### config.mk
export PLATFORM = sky130hd
export DESIGN_NAME = pipe_stage_skid_reg
export DESIGN_NICKNAME = d
export VERILOG_FILES = /design/src/rtl/pipe_stage_skid_reg_pkg.sv /design/src/rtl/pipe_perf_cnt.sv /design/src/rtl/pipe_stage_skid_reg.sv
export SDC_FILE = /design/constraint.sdc
export NUM_CORES = 1
export LEC_CHECK = 0
export BUFFER_PORTS_ARGS = -buffer_cell sky130_fd_sc_hd__buf_4
export CORE_UTILIZATION = 48
export DETAILED_ROUTE_END_ITERATION = 16
export PLACE_DENSITY_LB_ADDON = 0.08
export SLEW_MARGIN = 20
export SYNTH_ARGS = -nofsm -noshare
export SYNTH_HDL_FRONTEND = slang
export SYNTH_SLANG_ARGS = --single-unit
### constraint.sdc
create_clock -name clk -period 1.4 [get_ports clk]
set_input_delay 0.14 -clock clk [delete_from_list [all_inputs] [get_ports clk]]
set_output_delay 0.14 -clock clk [all_outputs]
set_load 0.1 [all_outputs]
### src/rtl/pipe_stage_skid_reg_pkg.sv
// rtl/pipe_stage_skid_reg_pkg.sv - state codes and MEM/WB packing widths for the skid pipeline stage
package pipe_stage_skid_reg_pkg;

    typedef enum logic [1:0] {
        ST_EMPTY = 2'b00,
        ST_ONE   = 2'b01,
        ST_FULL  = 2'b10
    } state_e;

    // MEM/WB payload packing: {PcAddOne, AluOut, DmResult}
    localparam int DM_RESULT_W  = 32;
    localparam int DM_RESULT_LO = 0;
    localparam int ALU_OUT_W    = 32;
    localparam int ALU_OUT_LO   = DM_RESULT_LO + DM_RESULT_W;
    localparam int PC_ADD_ONE_W = 32;
    localparam int PC_ADD_ONE_LO = ALU_OUT_LO + ALU_OUT_W;
    localparam int MEMWB_DATA_W = PC_ADD_ONE_LO + PC_ADD_ONE_W;

    // MEM/WB control packing: {LType, Rw, WbSel, RfWr}
    localparam int RF_WR_LO  = 0;
    localparam int WB_SEL_LO = 1;
    localparam int WB_SEL_W  = 2;
    localparam int RW_LO     = WB_SEL_LO + WB_SEL_W;
    localparam int RW_W      = 5;
    localparam int LTYPE_LO  = RW_LO + RW_W;
    localparam int LTYPE_W   = 8;
    localparam int MEMWB_CTRL_W = LTYPE_LO + LTYPE_W;

endpackage

### src/rtl/pipe_perf_cnt.sv
// rtl/pipe_perf_cnt.sv - saturating event counter; exists only when PIPE_PERF_CNT_EN is defined
`ifdef PIPE_PERF_CNT_EN
module pipe_perf_cnt #(
    parameter int W = 32
) (
    input  logic         clk,
    input  logic         rst_n,
    input  logic         en,
    input  logic         clr,
    output logic [W-1:0] cnt
);

    always_ff @(posedge clk or negedge rst_n) begin
        if (!rst_n) begin
            cnt <= '0;
        end else if (clr) begin
            cnt <= '0;
        end else if (en && (cnt != {W{1'b1}})) begin
            cnt <= cnt + 1'b1;
        end
    end

endmodule
`endif

### src/rtl/pipe_stage_skid_reg.sv
// rtl/pipe_stage_skid_reg.sv - valid/ready pipeline register with 2-entry skid and sync flush
// Optional perf counters (stall_cnt/flush_cnt) under PIPE_PERF_CNT_EN.
module pipe_stage_skid_reg
    import pipe_stage_skid_reg_pkg::*;
#(
    parameter int DATA_W = 96,
    parameter int CTRL_W = 16
`ifdef PIPE_PERF_CNT_EN
    ,
    parameter int CNT_W  = 32
`endif
) (
    input  logic              clk,
    input  logic              rst_n,
    input  logic              flush,
    input  logic              in_valid,
    output logic              in_ready,
    input  logic [DATA_W-1:0] in_data,
    input  logic [CTRL_W-1:0] in_ctrl,
    output logic              out_valid,
    input  logic              out_ready,
    output logic [DATA_W-1:0] out_data,
    output logic [CTRL_W-1:0] out_ctrl
`ifdef PIPE_PERF_CNT_EN
    ,
    output logic [CNT_W-1:0]  stall_cnt,
    output logic [CNT_W-1:0]  flush_cnt
`endif
);

    state_e            state;
    state_e            stateNxt;
    logic [DATA_W-1:0] mainData;
    logic [CTRL_W-1:0] mainCtrl;
    logic [DATA_W-1:0] skidData;
    logic [CTRL_W-1:0] skidCtrl;
    logic              acc;
    logic              pop;
    logic              loadMainIn;
    logic              loadMainSkid;
    logic              loadSkid;

    assign acc = in_valid & in_ready;
    assign pop = out_valid & out_ready;

    always_ff @(posedge clk or negedge rst_n) begin
        if (!rst_n) begin
            state <= ST_EMPTY;
        end else begin
            state <= stateNxt;
        end
    end

    always_comb begin
        stateNxt = state;
        case (state)
            ST_EMPTY: if (acc) stateNxt = ST_ONE;
            ST_ONE: begin
                if (acc && !pop)      stateNxt = ST_FULL;
                else if (!acc && pop) stateNxt = ST_EMPTY;
            end
            ST_FULL:  if (pop) stateNxt = ST_ONE;
            default:  stateNxt = ST_EMPTY;
        endcase
        // Flush overrides any accept/pop in the same cycle.
        if (flush) stateNxt = ST_EMPTY;
    end

    // in_ready depends only on the state flop, never on out_ready.
    always_comb begin
        in_ready  = (state != ST_FULL);
        out_valid = (state != ST_EMPTY);
        out_data  = mainData;
        out_ctrl  = out_valid ? mainCtrl : '0;
    end

    always_comb begin
        loadMainIn   = !flush && acc && ((state == ST_EMPTY) || ((state == ST_ONE) && pop));
        loadSkid     = !flush && acc && (state == ST_ONE) && !pop;
        loadMainSkid = !flush && pop && (state == ST_FULL);
    end

    always_ff @(posedge clk or negedge rst_n) begin
        if (!rst_n) begin
            mainData <= '0;
            mainCtrl <= '0;
            skidData <= '0;
            skidCtrl <= '0;
        end else begin
            if (loadMainIn) begin
                mainData <= in_data;
                mainCtrl <= in_ctrl;
            end else if (loadMainSkid) begin
                mainData <= skidData;
                mainCtrl <= skidCtrl;
            end
            if (loadSkid) begin
                skidData <= in_data;
                skidCtrl <= in_ctrl;
            end
        end
    end

`ifdef PIPE_PERF_CNT_EN
    pipe_perf_cnt #(.W(CNT_W)) u_stall_cnt (
        .clk   (clk),
        .rst_n (rst_n),
        .en    (out_valid & ~out_ready),
        .clr   (1'b0),
        .cnt   (stall_cnt)
    );

    // A flush only counts when it actually kills a held entry.
    pipe_perf_cnt #(.W(CNT_W)) u_flush_cnt (
        .clk   (clk),
        .rst_n (rst_n),
        .en    (flush & out_valid),
        .clr   (1'b0),
        .cnt   (flush_cnt)
    );
`endif

endmodule

## Word-level counts from Yosys, hierarchy flattened

Cells that the tools add are included.

| operators by class | value |
|---|---|
| reduce and logical (&&, ||, !) cells | 17 |
| eq/ne operators | 6 |
| muxes and demuxes | 11 |
| bitwise operators | 2 |

Operators with widths:

| cell | count |
|---|---|
| 96-bit 2-to-1 mux | 2 |
| 16-bit 2-to-1 mux | 3 |
| 2-bit 2-to-1 mux | 5 |
| 1-bit logical AND | 9 |
| 3-bit inequality test (second input constant) | 2 |
| 2-bit one-hot mux with 3 select lines | 1 |
| 4-bit inequality test (second input constant) | 1 |
| 2-bit nonzero test | 2 |
| 1-bit zero test | 3 |
| 3-bit AND reduction | 1 |
| 1-bit bitwise AND | 2 |
| 2-bit by 1-bit == test with 1-bit output (second input constant) | 1 |
| 2-bit == test (second input constant) | 1 |
| 2-bit zero test | 1 |
| 2-bit inequality test (second input constant) | 1 |
| 1-bit logical OR | 1 |

| storage, ports and cells | value |
|---|---|
| logic and storage cells | 41 |
| bits of input ports | 117 |
| register bits | 226 |
| output and inout port bits | 114 |

## Longest topological paths before layout

Gate-level depths: netlist of run 1.

| depth | value |
|---|---|
| depth after elaboration | 8 |
| mapped depth | 5 |

## Least setup slack after synthesis of run 1

OpenSTA, ideal clock, no wires.

| timing path | value |
|---|---|
| kind | flip-flop to output port |
| start | register state[1] |
| end | output out_ctrl[10] |
| stages on the path, launching flop included | 4 |
| required time | 1.260 ns |
| arrival | 2.098 ns |
| slack | -0.838 ns |
| buffers on the path | 1 |
| path through | dfrtp_1 > nor2_1 > clkbuf_1 > nor2b_1 |

| on the way | value |
|---|---|
| cells in the longest elaborated chain, start to end | 2 |

RTL lines:

| what | line | source |
|---|---|---|
| start, declared | pipe_stage_skid_reg.sv:31 | `state_e state;` |
| start signal, assigned | pipe_stage_skid_reg.sv:50 | `state <= stateNxt;` |
| 2-bit nonzero test | pipe_stage_skid_reg.sv:72 | `out_valid = (state != ST_EMPTY);` |
| 16-bit 2-to-1 mux | pipe_stage_skid_reg.sv:74 | `out_ctrl = out_valid ? mainCtrl : '0;` |
| end, declared | pipe_stage_skid_reg.sv:23 | `output logic [CTRL_W-1:0] out_ctrl` |

Every way passes these cells.

## Worst setup path after layout of run 1

| timing path | value |
|---|---|
| start | register state[1] |
| end | register skidData[53] |

| on the way | value |
|---|---|
| cells in the longest elaborated chain, start to end | 5 |
| elaborated cells between the ends (all ways) | 9 |

RTL lines:

| what | line | source |
|---|---|---|
| 2-bit inequality test | pipe_stage_skid_reg.sv:71 | `in_ready = (state != ST_FULL);` |
| 1-bit bitwise AND | pipe_stage_skid_reg.sv:43 | `assign acc = in_valid & in_ready;` |
| 1-bit logical AND (2 in a row) | pipe_stage_skid_reg.sv:79 | `loadSkid = !flush && acc && (state == ST_ONE) && !pop;` |
| 1-bit logical AND * | pipe_stage_skid_reg.sv:79 |  |
| end signal, assigned | pipe_stage_skid_reg.sv:98 | `skidData <= in_data;` |
| end, declared | pipe_stage_skid_reg.sv:35 | `logic [DATA_W-1:0] skidData;` |

Every way passes the cells marked *; elsewhere a longest branch is shown, timed or not.
A chain may end at the register's enable or synchronous reset.

==> results by group, run 1 <==
Synthesis
  • Synthesized area: a little over 0.009 mm^2
  • Leading area contributor after synthesis: dfrtp_1
  • Cell variety after synth: 22
  • Most common cell in the synthesized netlist: dfrtp_1
  • Synth Register Bits: ~230
  • Ys flop type: dfrtp_1
  • Area contributors post-synth: dfrtp_1, a221o_1, mux2_1
  • Cells after synthesis: 646
  • Number of enable flip-flop cells after synthesis: 0
  • Post-synth top area share: 61.1%
  • Synth warn: 0
  • FFs w/ async S/R, synth: 100%
  • Syn nets: 763
  • Synth cell count leaders: dfrtp_1, a221o_1, and2_1
  • Syn avg cell area: 14.3 um^2
  • Sequential fraction of the synthesis area: 61.1%

Hold path
  • Min-Delay Path Class: in2reg
  • Hold depth: 4
  • WHS Endpoint: state[1]$_DFFE_PN0P_
  • Hold_sp: in_valid

Global routing
  • Vias in the first global route: 8339
  • First-pass GRT wire length: 46200 um
  • Initial antenna violation count: 0
  • Total gr overflow: 0
  • Tot GR Track Use: 29.9%
  • Largest net degree at the start of global routing: 53

Die
  • Top-Level Pins: 231
  • Die Width: 141 um
  • FP Rows: 50
  • Core region area: 0.0188 mm^2
  • Chip height: 141 um
  • Total die area: 0.0198 mm^2
  • Starting Density: 49.2%

Setup path
  • Crit Path Category: reg2reg
  • Critical path endpoint category: flip-flop
  • Critical path buffers and inverters: 5
  • CP top delay family: buffers and inverters
  • R2R depth: 8
  • Data required, critical path: 1.79 ns
  • CP max FO: 8
  • Slowest stage delay, CP: 0.42 ns
  • RR Startpoint: state[1]$_DFFE_PN0P_
  • Crit start category: flip-flop
  • Arrival time at the worst endpoint: 2.23 ns
  • Slowest-stage cell, CP: dfrtp_2
  • Reg-to-reg slack, setup: -0.44 ns
  • CP Cell Sequence: buf_6, nor3b_4, buf_6, buf_12, buf_12, nand2_8, clkbuf_16, mux2_4
  • RR Endpoint: skidData[53]$_DFFE_PN0P_

Placed design
  • PortBufs: between 200 and 250
  • HPWL Detailed: 15400 um
  • GPL Wtd Cong: 0.788
  • Post-Place Cells: 1130
  • Place WS: -0.233 ns

STA
  • Slew HR: around 69%
  • Hold Fails Final Rpt: 0
  • Slew Viols, Final: 0
  • Setup Skew: 0.0110 ns
  • Setup WS post-layout: -0.441 ns
  • Final setup viols: roughly 240
  • Fmax: 543 MHz
  • RSZ-0062 raised after global routing: yes
  • Min Tclk post-route: 1.84 ns
  • Slew @ Worst Pin: between 0.4 and 0.5 ns
  • Final cycle utilization of the critical path: 132%
  • Setup TNS: -86.28 ns

Detailed routing
  • Residual DRC: 0
  • Final ANT Viol Nets: 0
  • Drt pass-1 iters: 5
  • Vias/cell: 5.61
  • 1st-iter DRT viols: 436
  • Vias: about 7600
  • Avg WL per Cell: around 23 um
  • Total Wirelength: 30900 um

Outcome
  • Status: finished, violations left
  • Failing checks: negative setup slack

Finish
  • Layout cell share with drive strength beyond 1: 47.7%
  • Ant diodes: 0
  • Synth-to-Final Area Change: 67.6%
  • Nets@finish: 1193
  • Final std cells w/o fill: 1353

Clocking
  • CTS tree: done
  • Clk sink count: 226
  • Worst skew pair latency: 0.51 ns
  • # H-tree levels: 1
  • Clk slew on worst S/H paths: 0.06 ns
  • Total CTS buffers: 24
  • Root Driver: clkbuf_16
  • CTS Buffer Depth: 3

Power and ir drop
  • Leakage: 7.53 nW
  • Maximum resistive drop on vdd: roughly 0.0012 V
  • Power per cell area: 1560 mW/mm^2

Run
  • Max cap viols: 0
[metrics by stage]
stage	cell area [um^2]	hold slack [ns]	util [%]	power [mW]
3_5_place_dp	11700	0.0907	62.1	16.2
5_1_grt	15500	0.135	82.4	25.0
3_3_place_gp	11700	0.0886	62.1	15.9
2_1_floorplan	9420	-0.156	-	14.1
4_1_cts	15400	0.0691	81.6	23.9
6_report	15500	0.113	82.4	24.3
[sequential cells by signal (all words and copies together) (netlist names)]
signal / count
skidData: 96
skidCtrl: 16
out_data: 96
state: 2
mainCtrl: 16
[cells by family after synthesis]
group,count (synthesis),share of synthesized area [%]
compound gates,115,12.2
buf+inv,50,3.07
flops,226,61.1
mux,116,14.1
simple gates,139,9.49
[cell usage in the layout, fill, tap and decap left out, types with 2 or more instances in the layout]
cell type | synthesis | final
buf_6 | 8 | 20
clkbuf_8 | 0 | 8
mux2_4 | 0 | 86
dfrtp_2 | 0 | 2
and2_1 | 110 | 110
mux2_2 | 34 | 30
buf_8 | 0 | 10
nor2b_2 | 0 | 4
nand2_1 | 3 | 2
buf_16 | 0 | 19
clkbuf_1 | 16 | 5
nand2_8 | 0 | 3
buf_12 | 0 | 46
a221o_1 | 110 | 110
clkbuf_16 | 0 | 30
nor2b_4 | 0 | 13
a21oi_1 | 3 | 2
dlygate4sd3_1 | 0 | 115
nand2b_1 | 3 | 2
buf_4 | 2 | 235
dfrtp_1 | 226 | 224
clkinv_2 | 0 | 4
[power by group]
part / internal [mW] / switching (mW) / total (mW)
combinational: 3.33 / 5.50 / 8.83
clock: 3.86 / 2.61 / 6.47
sequential: 8.05 / 0.917 / 8.96
[how the worst max path moves through the flow]
stage	startpoint	end	slack, ns	cells after the start
6_report	state[1]$_DFFE_PN0P_	skidData[53]$_DFFE_PN0P_	-0.44	8
3_3_place_gp	state[1]$_DFFE_PN0P_	skidData[87]$_DFFE_PN0P_	-0.18	5
4_1_cts	state[0]$_DFFE_PN0P_	out_valid	-0.44	6
2_1_floorplan	state[0]$_DFFE_PN0P_	out_data[63]$_DFFE_PN0P_	-0.18	4
5_1_grt	state[1]$_DFFE_PN0P_	skidData[60]$_DFFE_PN0P_	-0.50	8
3_5_place_dp	state[1]$_DFFE_PN0P_	out_data[53]$_DFFE_PN0P_	-0.23	6
[layout make-up]
type	instances	area, um^2
multi-input combinational	373	3860
sequential	226	5660
clock inverter	5	50.0
timing repair buffer	450	4860
tap	260	325
fill	943	3310
clock buffer	38	754
inverter	1	7.51
[per-layer routing]
metal / wire [um] / up-vias / global-route usage (%)
li1: - / 3279 / -
met1: 12600 / 3961 / 37.9
met2: 15900 / 300 / 52.6
met3: 1810 / 52 / 5.54
met4: 636 / 0 / 8.35
met5: 0 / - / 0
[tightest hold or removal path, stage by stage]
cell      delay, ns
buf_4          0.12
buf_4          0.14
nand3b_1       0.10
a211oi_1       0.08
[timing repair]
item,4_1_cts,5_1_grt
pin swaps,41,11
setup endpoints to repair,241,243
hold endpoints to repair,452,0
cloned,26,7
hold buffers,115,0
buffers inserted,35,8
gates resized for setup,186,39
Power figures use the tool's default switching activity.
==> inputs of run 2 (changes only) <==
BUFFER_PORTS_ARGS = -buffer_cell sky130_fd_sc_hd__buf_2   (was -buffer_cell sky130_fd_sc_hd__buf_4)
RECOVER_POWER = 25   (was not set)
==> run 2 against run 1 <==
  * The run still ends with negative setup slack left
  * Critical path depth shrank 2
  * Highest routed layer unchanged
  * Largest power group unchanged
  * Critical path type is now reg2out
  * Utilization shrank 0.16 points
  * Sequential share of layout area grew 0.071 points
==> results by group, run 2 (synthesized netlist as in run 1, its figures left out) <==
Detailed routing
  • Vias: 7708 (+1.5%)
  • Vias/cell: 5.71 (+1.8%)
  • Total Wirelength: 32100 um (+4.0%)
  • Avg WL per Cell: 23.8 um (+4.3%)
  • Final ANT Viol Nets: 0 (unchanged)
  • 1st-iter DRT viols: 437 (+0.23%)
  • Drt pass-1 iters: 4 (-1)
  • Residual DRC: 0 (unchanged)

Run
  • Max cap viols: 0 (unchanged)

STA
  • Setup WS post-layout: -0.459 ns (-0.0179 ns)
  • Slew @ Worst Pin: 1.14 ns (+0.674 ns)
  • RSZ-0062 raised after global routing: yes
  • Final setup viols: 242 (-0.41%)
  • Fmax: 538 MHz (-0.96%)
  • Slew Viols, Final: 0 (unchanged)
  • Min Tclk post-route: 1.86 ns (+0.0179 ns)
  • Hold Fails Final Rpt: 0 (unchanged)
  • Final cycle utilization of the critical path: 133% (+1.3 points)
  • Slew HR: 24.1% (-45 points)
  • Setup Skew: 0.00782 ns (-0.00319 ns)

Clocking
  • Root Driver: clkbuf_16
  • Clk sink count: 226 (unchanged)
  • Clk slew on worst S/H paths: 0.06 ns (about the same)
  • CTS Buffer Depth: 3 (unchanged)
  • Worst skew pair latency: 0.51 ns (about the same)
  • # H-tree levels: 1 (unchanged)
  • Total CTS buffers: 24 (unchanged)
  • CTS tree: done

Outcome
  • Failing checks: negative setup slack
  • Status: finished, violations left

Setup path
  • Slowest-stage cell, CP: dfrtp_2
  • Crit start category: flip-flop
  • Crit Path Category: reg2out
  • Arrival time at the worst endpoint: 1.72 ns (-0.51 ns)
  • CP max FO: 5 (-3)
  • CP Cell Sequence: buf_6, nor2_4, buf_12, buf_4, nor2b_4, buf_12
  • Most used cell, CP: buf_12
  • Critical path endpoint category: primary output
  • Data required, critical path: 1.26 ns (-0.53 ns)
  • Slowest stage delay, CP: 0.42 ns (about the same)

Die
  • Top-Level Pins: 231 (unchanged)
  • Die Width: 141 um (unchanged)
  • Core region area: 0.0188 mm^2 (unchanged)
  • FP Rows: 50 (unchanged)
  • Chip height: 141 um (unchanged)
  • Total die area: 0.0198 mm^2 (unchanged)
  • Starting Density: 49.2% (unchanged)

Hold path
  • Min-Delay Path Class: in2reg

Finish
  • Final Core Density: 82.2% (-0.16 points)
  • Leading cell type in the layout, fill and taps excluded: dfrtp_1
  • Ant diodes: 0 (unchanged)
  • Commonest non-fill, non-tap cells in the layout: dfrtp_1, buf_4, buf_2, dlygate4sd3_1, a221o_1
  • Nets@finish: 1194 (+0.084%)
  • Synth-to-Final Area Change: 67.3%
  • Layout cell share with drive strength beyond 1: 54.2% (+6.5 points)

Global routing
  • Initial antenna violation count: 0 (unchanged)
  • Vias in the first global route: 8689 (+4.2%)
  • Tot GR Track Use: 32.8% (+2.9 points)
  • Total gr overflow: 0 (unchanged)
  • Largest net degree at the start of global routing: 44 (-17%)
  • First-pass GRT wire length: 49400 um (+6.9%)

Placed design
  • GPL Wtd Cong: 0.800 (+1.5%)
  • PortBufs: 230 (unchanged)
  • HPWL Detailed: 15500 um (+0.73%)
  • Place WS: -0.263 ns (-0.0299 ns)

Power and ir drop
  • Maximum resistive drop on vdd: 0.00126 V (+7.5%)
  • Leakage: 7.54 nW (+0.19%)
  • Power per cell area: 1550 mW/mm^2 (-1.2%)
## run 2: path summary, 6_finish.rpt
kind | startpoint | end | slack [ns] | cells past startpoint
max reg2reg | state[0]$_DFFE_PN0P_ | out_data[82]$_DFFE_PN0P_ | -0.45 | 7
max in group asynchronous | rst_n | skidData[8]$_DFFE_PN0P_ | 0.15 | 3
min in group asynchronous | rst_n | out_data[49]$_DFFE_PN0P_ | 0.39 | 2
min reg2reg | skidCtrl[15]$_DFFE_PN0P_ | skidCtrl[15]$_DFFE_PN0P_ | 0.50 | 1
min | in_valid | state[1]$_DFFE_PN0P_ | 0.11 | 4
max | state[1]$_DFFE_PN0P_ | out_ctrl[9] | -0.46 | 6
## run 2: area by class of cell
type	count	area, um^2
Sequential cell	226	5660
Multi-Input combinational cell	372	4040
Timing Repair Buffer	452	4710
Clock inverter	3	42.5
Clock buffer	35	703
Inverter	1	7.51
Tap cell	260	325
Fill cell	992	3340
## run 2: power by group
part	switching, mW	leakage, nW	internal [mW]
registers	0.982	2.78	8.05
logic	5.49	4.40	3.23
clock network	2.56	0.362	3.62
## run 2: metrics by stage
stage | TNS, ns | power [mW] | instances | hold WS, ns | instance area [um^2]
global placement | -41.59 | 15.7 | 1131 | 0.0662 | 11400
detailed placement | -47.83 | 15.9 | 1131 | 0.0715 | 11400
CTS | -87.86 | 23.7 | 1357 | 0.0558 | 15700
floorplan | -30.68 | 14.1 | 646 | -0.156 | 9420
finish | -84.62 | 23.9 | 1349 | 0.110 | 15500
global route | -95.14 | 24.7 | 1349 | 0.102 | 15500
## run 2: critical path, delay by kind of cell, from the launching register on
family / cells / cell delay [ns]
AND/OR/NAND/NOR: 2 / 0.20
buffers and inverters: 4 / 0.58
flip-flops: 1 / 0.42
## run 2: timing repair
| action | in CTS | in global routing |
|---|---|---|
| buffers inserted | 39 | 12 |
| pin swaps | 66 | 13 |
| gates resized for setup | 310 | 38 |
| endpoints found under the hold margin | 452 | 0 |
| gates cloned | 35 | 1 |
| hold buffers | 115 | 0 |
| setup endpoints to repair | 337 | 243 |
## run 2: layer usage
metal / up-vias / part of all wire (%) / GRT usage, %
li1: 3281 / - / -
met1: 4031 / 39 / 39.0
met2: 321 / 52 / 58.6
met3: 75 / 5.9 / 6.62
met4: 0 / 2.8 / 12.6
met5: - / 0 / 0
==> inputs of run 3 (changes only) <==
SKIP_LAST_GASP = 1   (was not set)
SYNTH_HIERARCHICAL = 1   (was not set)
==> run 3 against run 2 <==
  * The flow still finishes with violations (negative setup slack)
  * Clock skew shrank 0.0014 ns
  * Synthesized cell count is the same
  * Worst setup slack lost 0.017 ns
  * Via count grew 0.84%
  * Critical path depth is the same
  * Synthesized area is the same
  * Utilization shrank 0.12 points
  * Non-clock buffer count is the same
==> results by group, run 3 <==
Die
  • Total die area: 0.0198 mm^2 (unchanged)
  • Starting Density: 49.2% (unchanged)
  • Chip height: 141 um (unchanged)
  • Core region area: 0.0188 mm^2 (unchanged)
  • FP Rows: 50 (unchanged)
  • Top-Level Pins: 231 (unchanged)
  • Die Width: 141 um (unchanged)

STA
  • Hold Fails Final Rpt: 0 (unchanged)
  • Min Tclk post-route: 1.88 ns (+0.0173 ns)
  • Slew @ Worst Pin: 1.14 ns (+0.00220 ns)
  • Final cycle utilization of the critical path: 134% (+1.2 points)
  • Setup WS post-layout: -0.476 ns (-0.0173 ns)
  • RSZ-0062 raised after global routing: yes
  • Fmax: 533 MHz (-0.92%)
  • Setup Skew: 0.00644 ns (-0.00138 ns)
  • Slew HR: 24.0% (-0.15 points)
  • Slew Viols, Final: 0 (unchanged)
  • Final setup viols: 243 (+0.41%)

Power and ir drop
  • Power per cell area: 1550 mW/mm^2 (+0.11%)
  • Seq pwr share: 37.7% (about the same)
  • Maximum resistive drop on vdd: 0.00125 V (-0.52%)
  • Psw: 9.04 mW (about the same)
  • Switching Fraction: 37.8% (about the same)
  • Comb power frac: 36.3% (about the same)
  • Clk pwr share: 25.9% (about the same)
  • Leakage: 7.52 nW (-0.28%)
  • Power Total: 23.9 mW (about the same)
  • Int Power: 14.9 mW (about the same)

Finish
  • Fin area: 0.0155 mm^2 (-0.15%)
  • Multi-input logic area: 0.00402 mm^2 (-0.62%)
  • Filler Cells Inserted: 983 (-0.91%)
  • Final Core Density: 82.1% (-0.12 points)
  • Commonest non-fill, non-tap cells in the layout: dfrtp_1, buf_4, buf_2, dlygate4sd3_1, a221o_1
  • Layout cell share with drive strength beyond 1: 53.6% (-0.55 points)
  • Leading cell type in the layout, fill and taps excluded: dfrtp_1
  • Synth-to-Final Area Change: 67.0%
  • Nets@finish: 1194 (unchanged)
  • Final std cells w/o fill: 1349 (unchanged)
  • Ant diodes: 0 (unchanged)
  • Reg area: 0.00566 mm^2 (unchanged)

Hold path
  • Min-Delay Path Class: in2reg
  • Hold depth: 4 (unchanged)

Global routing
  • First-pass GRT wire length: 49000 um (-0.88%)
  • Largest net degree at the start of global routing: 44 (unchanged)
  • Vias in the first global route: 8649 (-0.46%)
  • Total gr overflow: 0 (unchanged)
  • Tot GR Track Use: 32.5% (-0.32 points)
  • Initial antenna violation count: 0 (unchanged)

Detailed routing
  • Residual DRC: 0 (unchanged)
  • Vias/cell: 5.76 (+0.84%)
  • Avg WL per Cell: 23.9 um (+0.53%)
  • Final ANT Viol Nets: 0 (unchanged)
  • Vias: 7773 (+0.84%)
  • 1st-iter DRT viols: 512 (+17%)
  • Drt pass-1 iters: 5 (+1)
  • Total Wirelength: 32300 um (+0.53%)

Clocking
  • CTS tree: done
  • Clk slew on worst S/H paths: 0.06 ns (about the same)
  • Worst skew pair latency: 0.51 ns (about the same)
  • Clk sink count: 226 (unchanged)
  • # H-tree levels: 1 (unchanged)
  • Total CTS buffers: 24 (unchanged)
  • CTS Buffer Depth: 3 (unchanged)
  • Root Driver: clkbuf_16

Synthesis
  • Syn nets: 763 (unchanged)
  • Cell variety after synth: 22 (unchanged)
  • Synthesized area: 0.00926 mm^2 (unchanged)
  • FFs w/ async S/R, synth: 100% (unchanged)
  • Syn avg cell area: 14.3 um^2 (unchanged)
  • Synth Register Bits: 226 (unchanged)
  • Synth warn: 6 (+6)
  • Synth cell count leaders: dfrtp_1, a221o_1, and2_1
  • Ys flop type: dfrtp_1
  • Area contributors post-synth: dfrtp_1, a221o_1, mux2_1
  • Cells after synthesis: 646 (unchanged)
  • Number of enable flip-flop cells after synthesis: 0 (unchanged)
  • Most common cell in the synthesized netlist: dfrtp_1
  • Sequential fraction of the synthesis area: 61.1% (unchanged)
  • Post-synth top area share: 61.1% (unchanged)
  • Leading area contributor after synthesis: dfrtp_1

Placed design
  • Placed Area: 0.0114 mm^2 (unchanged)
  • Post-Place Cells: 1131 (unchanged)
  • GPL Wtd Cong: 0.800 (unchanged)
  • PortBufs: 230 (unchanged)
  • HPWL Detailed: 15500 um (unchanged)
  • Place WS: -0.263 ns (unchanged)

Run
  • Max cap viols: 0 (unchanged)

Setup path
  • Data required, critical path: 1.80 ns (+0.54 ns)
  • R2R depth: 6 (-1)
  • Crit Path Category: reg2reg
  • Crit start category: flip-flop
  • CP max FO: 5 (unchanged)
  • Arrival time at the worst endpoint: 2.28 ns (+0.56 ns)
  • Critical path endpoint category: flip-flop

Outcome
  • Failing checks: negative setup slack
  • Status: finished, violations left
[run 3: worst paths after layout]
kind,from,end,slack [ns]
max in group asynchronous,rst_n,skidData[8]$_DFFE_PN0P_,0.14
hold reg to reg,skidCtrl[15]$_DFFE_PN0P_,skidCtrl[15]$_DFFE_PN0P_,0.50
hold / removal,in_valid,state[1]$_DFFE_PN0P_,0.1
setup / recovery,state[0]$_DFFE_PN0P_,out_data[64]$_DFFE_PN0P_,-0.48
min in group asynchronous,rst_n,out_data[49]$_DFFE_PN0P_,0.40
setup reg to reg,state[0]$_DFFE_PN0P_,out_data[64]$_DFFE_PN0P_,-0.48
[run 3: repair_timing]
action,4_1_cts,5_1_grt
gates cloned,35,3
hold buffers,115,0
hold endpoints to repair,452,0
endpoints found under the setup margin,337,243
pin swaps,65,11
buffers inserted,39,7
gates resized for setup,300,37
[run 3: area by class of cell]
| cell class | count | share of cell area, % |
|---|---|---|
| sequential | 226 | 36.6 |
| timing repair buffer | 452 | 30.5 |
| multi-input combinational | 372 | 26.0 |
| clock buffer | 35 | 4.55 |
| tap | 260 | 2.10 |
| clock inverter | 3 | 0.275 |
| inverter | 1 | 0.0485 |
[run 3: cell families after synthesis]
logic type             count (synthesis)  share of synthesized area (%)
AO/OA/AOI/OAI                        115                           12.2
buffers and inverters                 50                           3.07
flip-flops                           226                           61.1
multiplexers                         116                           14.1
AND/OR/NAND/NOR                      139                           9.49
[run 3: critical path, stage by stage, from the launching register on]
cell	delay [ns]
dfrtp_2	0.41
buf_4	0.14
and4bb_4	0.37
buf_8	0.15
buf_12	0.13
mux2_4	0.29
mux2_2	0.26
[run 3: per-stage QoR]
step           setup TNS, ns  hold WS (ns)
5_1_grt               -96.75        0.0759
3_3_place_gp          -41.59        0.0662
2_1_floorplan         -30.68        -0.156
4_1_cts               -87.97        0.0558
6_report              -86.96        0.0996
3_5_place_dp          -47.83        0.0715
[run 3: power groups by stage]
stage                     clock, mW  combinational [mW]  sequential, mW
after floorplan                   0                1.91            12.2
after global placement            0                6.90            8.79
after detailed placement          0                7.04            8.88
after CTS                      6.20                8.53            8.89
after global routing           6.49                8.96            9.16
final                          6.21                8.69            9.03
[run 3: layer usage]
metal,global-route usage (%),vias to the layer above,wire length [um]
met3,5.91,76,1770
li1,-,3269,-
met5,0,-,0
met1,39.2,4093,12700
met4,13.2,0,1050
met2,57.5,335,16800
